$ cat src/rtl/mvu_seq.sv
// Matrix-vector unit sequencer: walks precision x word x element steps for one job.
// Optional memory-side stall support is enabled by defining MVUSEQ_STALL_EN.
module mvu_seq #(
  parameter int BPREC    = 6,
  parameter int BWLENGTH = 8,
  parameter int BCNT     = 16,
  parameter int DRAIN    = 4
) (
  input  logic                clk,
  input  logic                clr,
  input  logic                start,
  input  logic [BPREC-1:0]    iprecision,
  input  logic [BPREC-1:0]    wprecision,
  input  logic [BWLENGTH-1:0] vlen,
  input  logic [BCNT-1:0]     nelem,
  input  logic                stall,
  output logic                agu_clr,
  output logic                agu_en,
  output logic                acc_clr,
  output logic                elem_last,
  output logic [BCNT-1:0]     elem_idx,
  output logic                busy,
  output logic                done
);

  localparam int PW = 2 * BPREC;
  localparam int DW = (DRAIN < 2) ? 1 : $clog2(DRAIN + 1);

  localparam logic [2:0] S_IDLE  = 3'd0;
  localparam logic [2:0] S_LOAD  = 3'd1;
  localparam logic [2:0] S_RUN   = 3'd2;
  localparam logic [2:0] S_DRAIN = 3'd3;
  localparam logic [2:0] S_DONE  = 3'd4;

  logic [2:0]          state;
  logic [2:0]          state_nxt;
  logic [BPREC-1:0]    iprec_q;
  logic [BPREC-1:0]    wprec_q;
  logic [BWLENGTH-1:0] vlen_q;
  logic [BCNT-1:0]     nelem_q;
  logic [PW-1:0]       pprod_q;
  logic [PW-1:0]       prec_cnt;
  logic [BWLENGTH-1:0] word_cnt;
  logic [BCNT-1:0]     elem_cnt;
  logic [DW-1:0]       drain_cnt;

  logic hold;
  logic step;
  logic last_prec;
  logic last_word;
  logic last_elem;
  logic zero_job;
  logic drain_end;

  // Without stall support the input is deliberately left without effect.
`ifdef MVUSEQ_STALL_EN
  assign hold = stall;
`else
  logic stall_unused;
  assign stall_unused = stall;
  assign hold         = 1'b0;
`endif

  assign step      = (state == S_RUN) && !hold;
  assign last_prec = (prec_cnt == pprod_q - PW'(1));
  assign last_word = (word_cnt == vlen_q - BWLENGTH'(1));
  assign last_elem = (elem_cnt == nelem_q - BCNT'(1));
  assign zero_job  = (nelem_q == '0) || (vlen_q == '0) ||
                     (iprec_q == '0) || (wprec_q == '0);
  assign drain_end = (drain_cnt == DW'(DRAIN - 1));

  always_comb begin
    state_nxt = state;
    case (state)
      S_IDLE:  if (start) state_nxt = S_LOAD;
      S_LOAD:  state_nxt = zero_job ? S_DONE : S_RUN;
      S_RUN:   if (step && last_prec && last_word && last_elem) state_nxt = S_DRAIN;
      S_DRAIN: if (drain_end) state_nxt = S_DONE;
      S_DONE:  state_nxt = S_IDLE;
      default: state_nxt = S_IDLE;
    endcase
  end

  // Precision is the innermost loop, then words, then output elements.
  always_ff @(posedge clk) begin
    if (clr) begin
      state     <= S_IDLE;
      iprec_q   <= '0;
      wprec_q   <= '0;
      vlen_q    <= '0;
      nelem_q   <= '0;
      pprod_q   <= '0;
      prec_cnt  <= '0;
      word_cnt  <= '0;
      elem_cnt  <= '0;
      drain_cnt <= '0;
    end else begin
      state <= state_nxt;
      case (state)
        S_IDLE: begin
          if (start) begin
            iprec_q <= iprecision;
            wprec_q <= wprecision;
            vlen_q  <= vlen;
            nelem_q <= nelem;
          end
        end
        S_LOAD: begin
          pprod_q   <= PW'(iprec_q) * PW'(wprec_q);
          prec_cnt  <= '0;
          word_cnt  <= '0;
          elem_cnt  <= '0;
          drain_cnt <= '0;
        end
        S_RUN: begin
          if (step) begin
            if (!last_prec) begin
              prec_cnt <= prec_cnt + PW'(1);
            end else begin
              prec_cnt <= '0;
              if (!last_word) begin
                word_cnt <= word_cnt + BWLENGTH'(1);
              end else begin
                word_cnt <= '0;
                elem_cnt <= last_elem ? '0 : elem_cnt + BCNT'(1);
              end
            end
          end
        end
        S_DRAIN: drain_cnt <= drain_cnt + DW'(1);
        S_DONE:  drain_cnt <= '0;
        default: drain_cnt <= '0;
      endcase
    end
  end

  assign agu_clr   = (state == S_LOAD);
  assign agu_en    = step;
  assign acc_clr   = step && (prec_cnt == '0) && (word_cnt == '0);
  assign elem_last = step && last_prec && last_word;
  assign elem_idx  = (state == S_RUN) ? elem_cnt : '0;
  assign busy      = (state != S_IDLE);
  assign done      = (state == S_DONE);

endmodule

$ cat config.mk
export PLATFORM = sky130hd
export DESIGN_NAME = mvu_seq
export DESIGN_NICKNAME = d
export VERILOG_FILES = /design/src/rtl/mvu_seq.sv
export SDC_FILE = /design/constraint.sdc
export NUM_CORES = 1
export LEC_CHECK = 0
export CORE_MARGIN = 4
export CORE_UTILIZATION = 30
export CTS_CLUSTER_SIZE = 12
export DETAILED_ROUTE_END_ITERATION = 12
export PLACE_DENSITY = 0.5
export SLEW_MARGIN = 10
export SYNTH_ARGS = -nofsm -noshare
export SYNTH_HDL_FRONTEND = slang
export SYNTH_SLANG_ARGS = --single-unit
$ cat constraint.sdc
create_clock -name clk -period 3.41 [get_ports clk]
set_clock_uncertainty 0.05 [all_clocks]
set_input_delay 0.682 -clock clk [delete_from_list [all_inputs] [get_ports clk]]
set_output_delay 0.682 -clock clk [all_outputs]
set_load 0.05 [all_outputs]
==> metrics <==
outcome=complete, but fails checks; failing checks=negative setup slack; Unique masters post-synth=63; Critical Path Fanout Max=3; maxcap violations=0; initial core utilization=30.68%; unrepaired setup endpoints after global routing=true; Final HPWL DP=12950 um; worst hold path type=reg2reg; layout cell share with drive strength beyond 1=17.58%; # IOs=62; dpl cell area=7612 um2; fill count=2164; GPL Wtd Cong=0.7981; synthesis-stage register bit count=90; GRT Util Overall=14.49%; Worst-path clk slew=0.07 ns; final worst slack=-0.04558 ns; Worst EP arrival=2.72 ns; initial antenna violation count=0; Crit Path Class=reg2out; most common cell after layout, fill and taps aside=nand2_1; drt wl/cell=14.24 um; slack of the worst reg-to-reg path=-0.01 ns; Clock Tree Root=clkbuf_16; Max Clock Freq=289.4 MHz; Worst Hold End=vlen_q[6]; hold_sp=vlen_q[6]; peak supply drop=234.8 uV; total grt overflow=0; reg2reg end=pprod_q[11]; Syn Nets=889; Async S/R FF share, synth=0%; Synth area leaders=dfxtp_1 29%, nand2_1 7.8%, ha_1 6.4%; Post-synth EDFFs=0; Final ANT Viol Nets=0; Syn Std Cell Area=6228 um2; fin. max-slew vios=0; vias in the first global route=5422; post-synthesis cell count=800; top cell type by total area after synthesis=dfxtp_1; Slowest Stage Delay on Critical Path=0.55 ns; Residual DRC=0; Die Wd=152.1 um; Largest delay share family, worst path=simple AND/OR/NAND/NOR gates; R2R cell count=15; WP data required=2.68 ns; worst rel slew slack=52.16%; leakage dissipation=0.003342 uW; routed via count=5754; Seq/Total Area, Yosys=28.93%; top cell type's share of synthesized area=28.93%; clk sinks=90; area of the multi-input gates=4253 um2; worst r2r src=wprec_q[2]; Pwr Density=527.7 nW/um2; core area=20300 um2; pin count of the biggest net entering global routing=59; Final Instance Area=8100 um2; Register Area=1838 um2; ANT cells=0; P&R area growth vs syn=30.05%; global-route wire length before repair=27950 um; worst-path cell chain=or3_4, o311a_1, or4_4, or4b_4, nor2_4, buf_12; Hold Buf Count CTS=0; Pre-antenna DRT Iters=4; htree depth=3; Rows=52; clock tree from TritonCTS=yes; critical path capture point type=primary output; Post-Route WL=16890 um; Skew-Pair Late Insertion Delay=0.36 ns; final setup violation count=2; commonest cells after routing, fill and taps aside=130 x nand2_1, 87 x buf_4, 75 x dfxtp_1, 72 x a21oi_1, 55 x nor2_1; CTS Buffer Depth=2; drt via density=4.852; pre-CTS setup slack=-0.1044 ns; Synth Warn #=0; Final min period=3.456 ns; ys flop type=dfxtp_1; Nets=1000; CTS buffer count=9; worst slew pin tran=0.7175 ns; slowest CP cell=or4b_4; Vert. Die Dim=152.1 um; mean post-synth cell area=7.786 um2; hold path depth=2; Hold Fails Final Rpt=0; I/O Buffers=60; Critical Path Start Type=flop; fin crit share=101.3%; Die Area=23130 um2; DRT iter0 DRCs=238; Worst Path Buf+Inv=1
[state kept, by name (all words and copies together), names as in the netlist]
signal,cells
state,3
drain_cnt,3
vlen_q,8
iprec_q,6
pprod_q,12
elem_cnt,16
nelem_q,16
wprec_q,6
word_cnt,8
prec_cnt,12
[synth_stat cells (2+ instances only)]
master / count
nor2_1: 57
nand2_1: 130
dfxtp_1: 90
o211ai_1: 8
nand3b_1: 2
nor4_4: 2
a21oi_1: 77
a41oi_1: 4
o21ai_0: 17
o2111ai_1: 7
mux2i_1: 3
fa_1: 17
a311oi_1: 3
nor2b_1: 9
a211o_1: 3
or2_2: 3
ha_1: 32
a2111oi_0: 3
and4_1: 4
nor3_1: 16
and3b_1: 3
nand3_1: 19
o22ai_1: 2
nand4b_1: 3
o31ai_1: 6
inv_1: 51
nand4_1: 5
a21o_1: 8
nor4_1: 11
xor2_1: 21
o311a_1: 4
or4_1: 7
and2_1: 34
and3_1: 19
xnor2_1: 32
or4b_1: 4
a31oi_1: 10
a211oi_1: 4
o211a_1: 2
or3_1: 9
clkbuf_1: 35
o21bai_1: 3
[metal layers]
metal / vias to the layer above / global-route usage [%] / share of wire (%)
li1: 3019 / - / -
met1: 2658 / 19.90 / 49
met2: 68 / 23.79 / 47
met3: 9 / 2.929 / 3.1
met4: 0 / 2.825 / 0.76
met5: - / 0 / 0
[area by class of cell]
| type | instances | share of cell area, % |
|---|---|---|
| Inverter | 51 | 2.363 |
| Clock inverter | 6 | 0.8959 |
| Tap cell | 270 | 4.171 |
| Multi-Input combinational cell | 622 | 52.50 |
| Timing Repair Buffer | 137 | 14.55 |
| Sequential cell | 90 | 22.69 |
| Clock buffer | 10 | 2.827 |
[worst register-to-register path, delay by kind of cell (launching register included)]
kind | cells | cell delay, ns
compound gates | 6 | 0.73
xor+xnor | 1 | 0.16
fa+ha+maj | 4 | 1.68
buf+inv | 2 | 0.09
flops | 1 | 0.35
simple gates | 2 | 0.22
[how the worst max path moves through the flow]
stage | end | slack, ns | cells past startpoint | startpoint
floorplan | elem_last | 0.03 | 8 | pprod_q[0]
global placement | pprod_q[11] | -0.11 | 13 | iprec_q[4]
detailed placement | pprod_q[11] | -0.10 | 15 | iprec_q[4]
CTS | elem_last | -0.09 | 6 | pprod_q[2]
global route | pprod_q[11] | -0.16 | 15 | iprec_q[2]
finish | elem_last | -0.05 | 6 | pprod_q[2]
[report_power, final]
group / switching (uW) / internal (uW) / total, uW
sequential: 171 / 1180 / 1350
combinational: 1070 / 808 / 1880
clock: 465 / 577 / 1040
total: 1710 / 2570 / 4270
[timing repair]
item / CTS / global route
setup endpoints to repair: 5 / 12
pin swaps: 16 / 25
buffers inserted: 4 / 1
gates resized for setup: 30 / 17
hold endpoints to repair: 0 / 0
[stage by stage]
step,hold slack (ns),cells,setup TNS [ns],util (%),total power [uW]
finish,0.4404,1186,-0.05441,39.90,4274
global route,0.4570,1186,-0.5466,39.90,4576
CTS,0.4317,1185,-0.1373,39.46,4292
detailed placement,0.4239,1165,-0.1845,37.50,3212
global placement,0.4223,1165,-0.1644,37.50,3210
floorplan,0.3951,800,0,-,2526
[cell families after synthesis]
group	count (synthesis)	share of synthesized area, %
compound gates	174	17.90
xor+xnor	53	7.453
fa+ha+maj	49	11.89
buf+inv	88	5.424
flops	90	28.93
mux	4	0.6629
simple gates	342	27.74
Power figures use the tool's default switching activity.
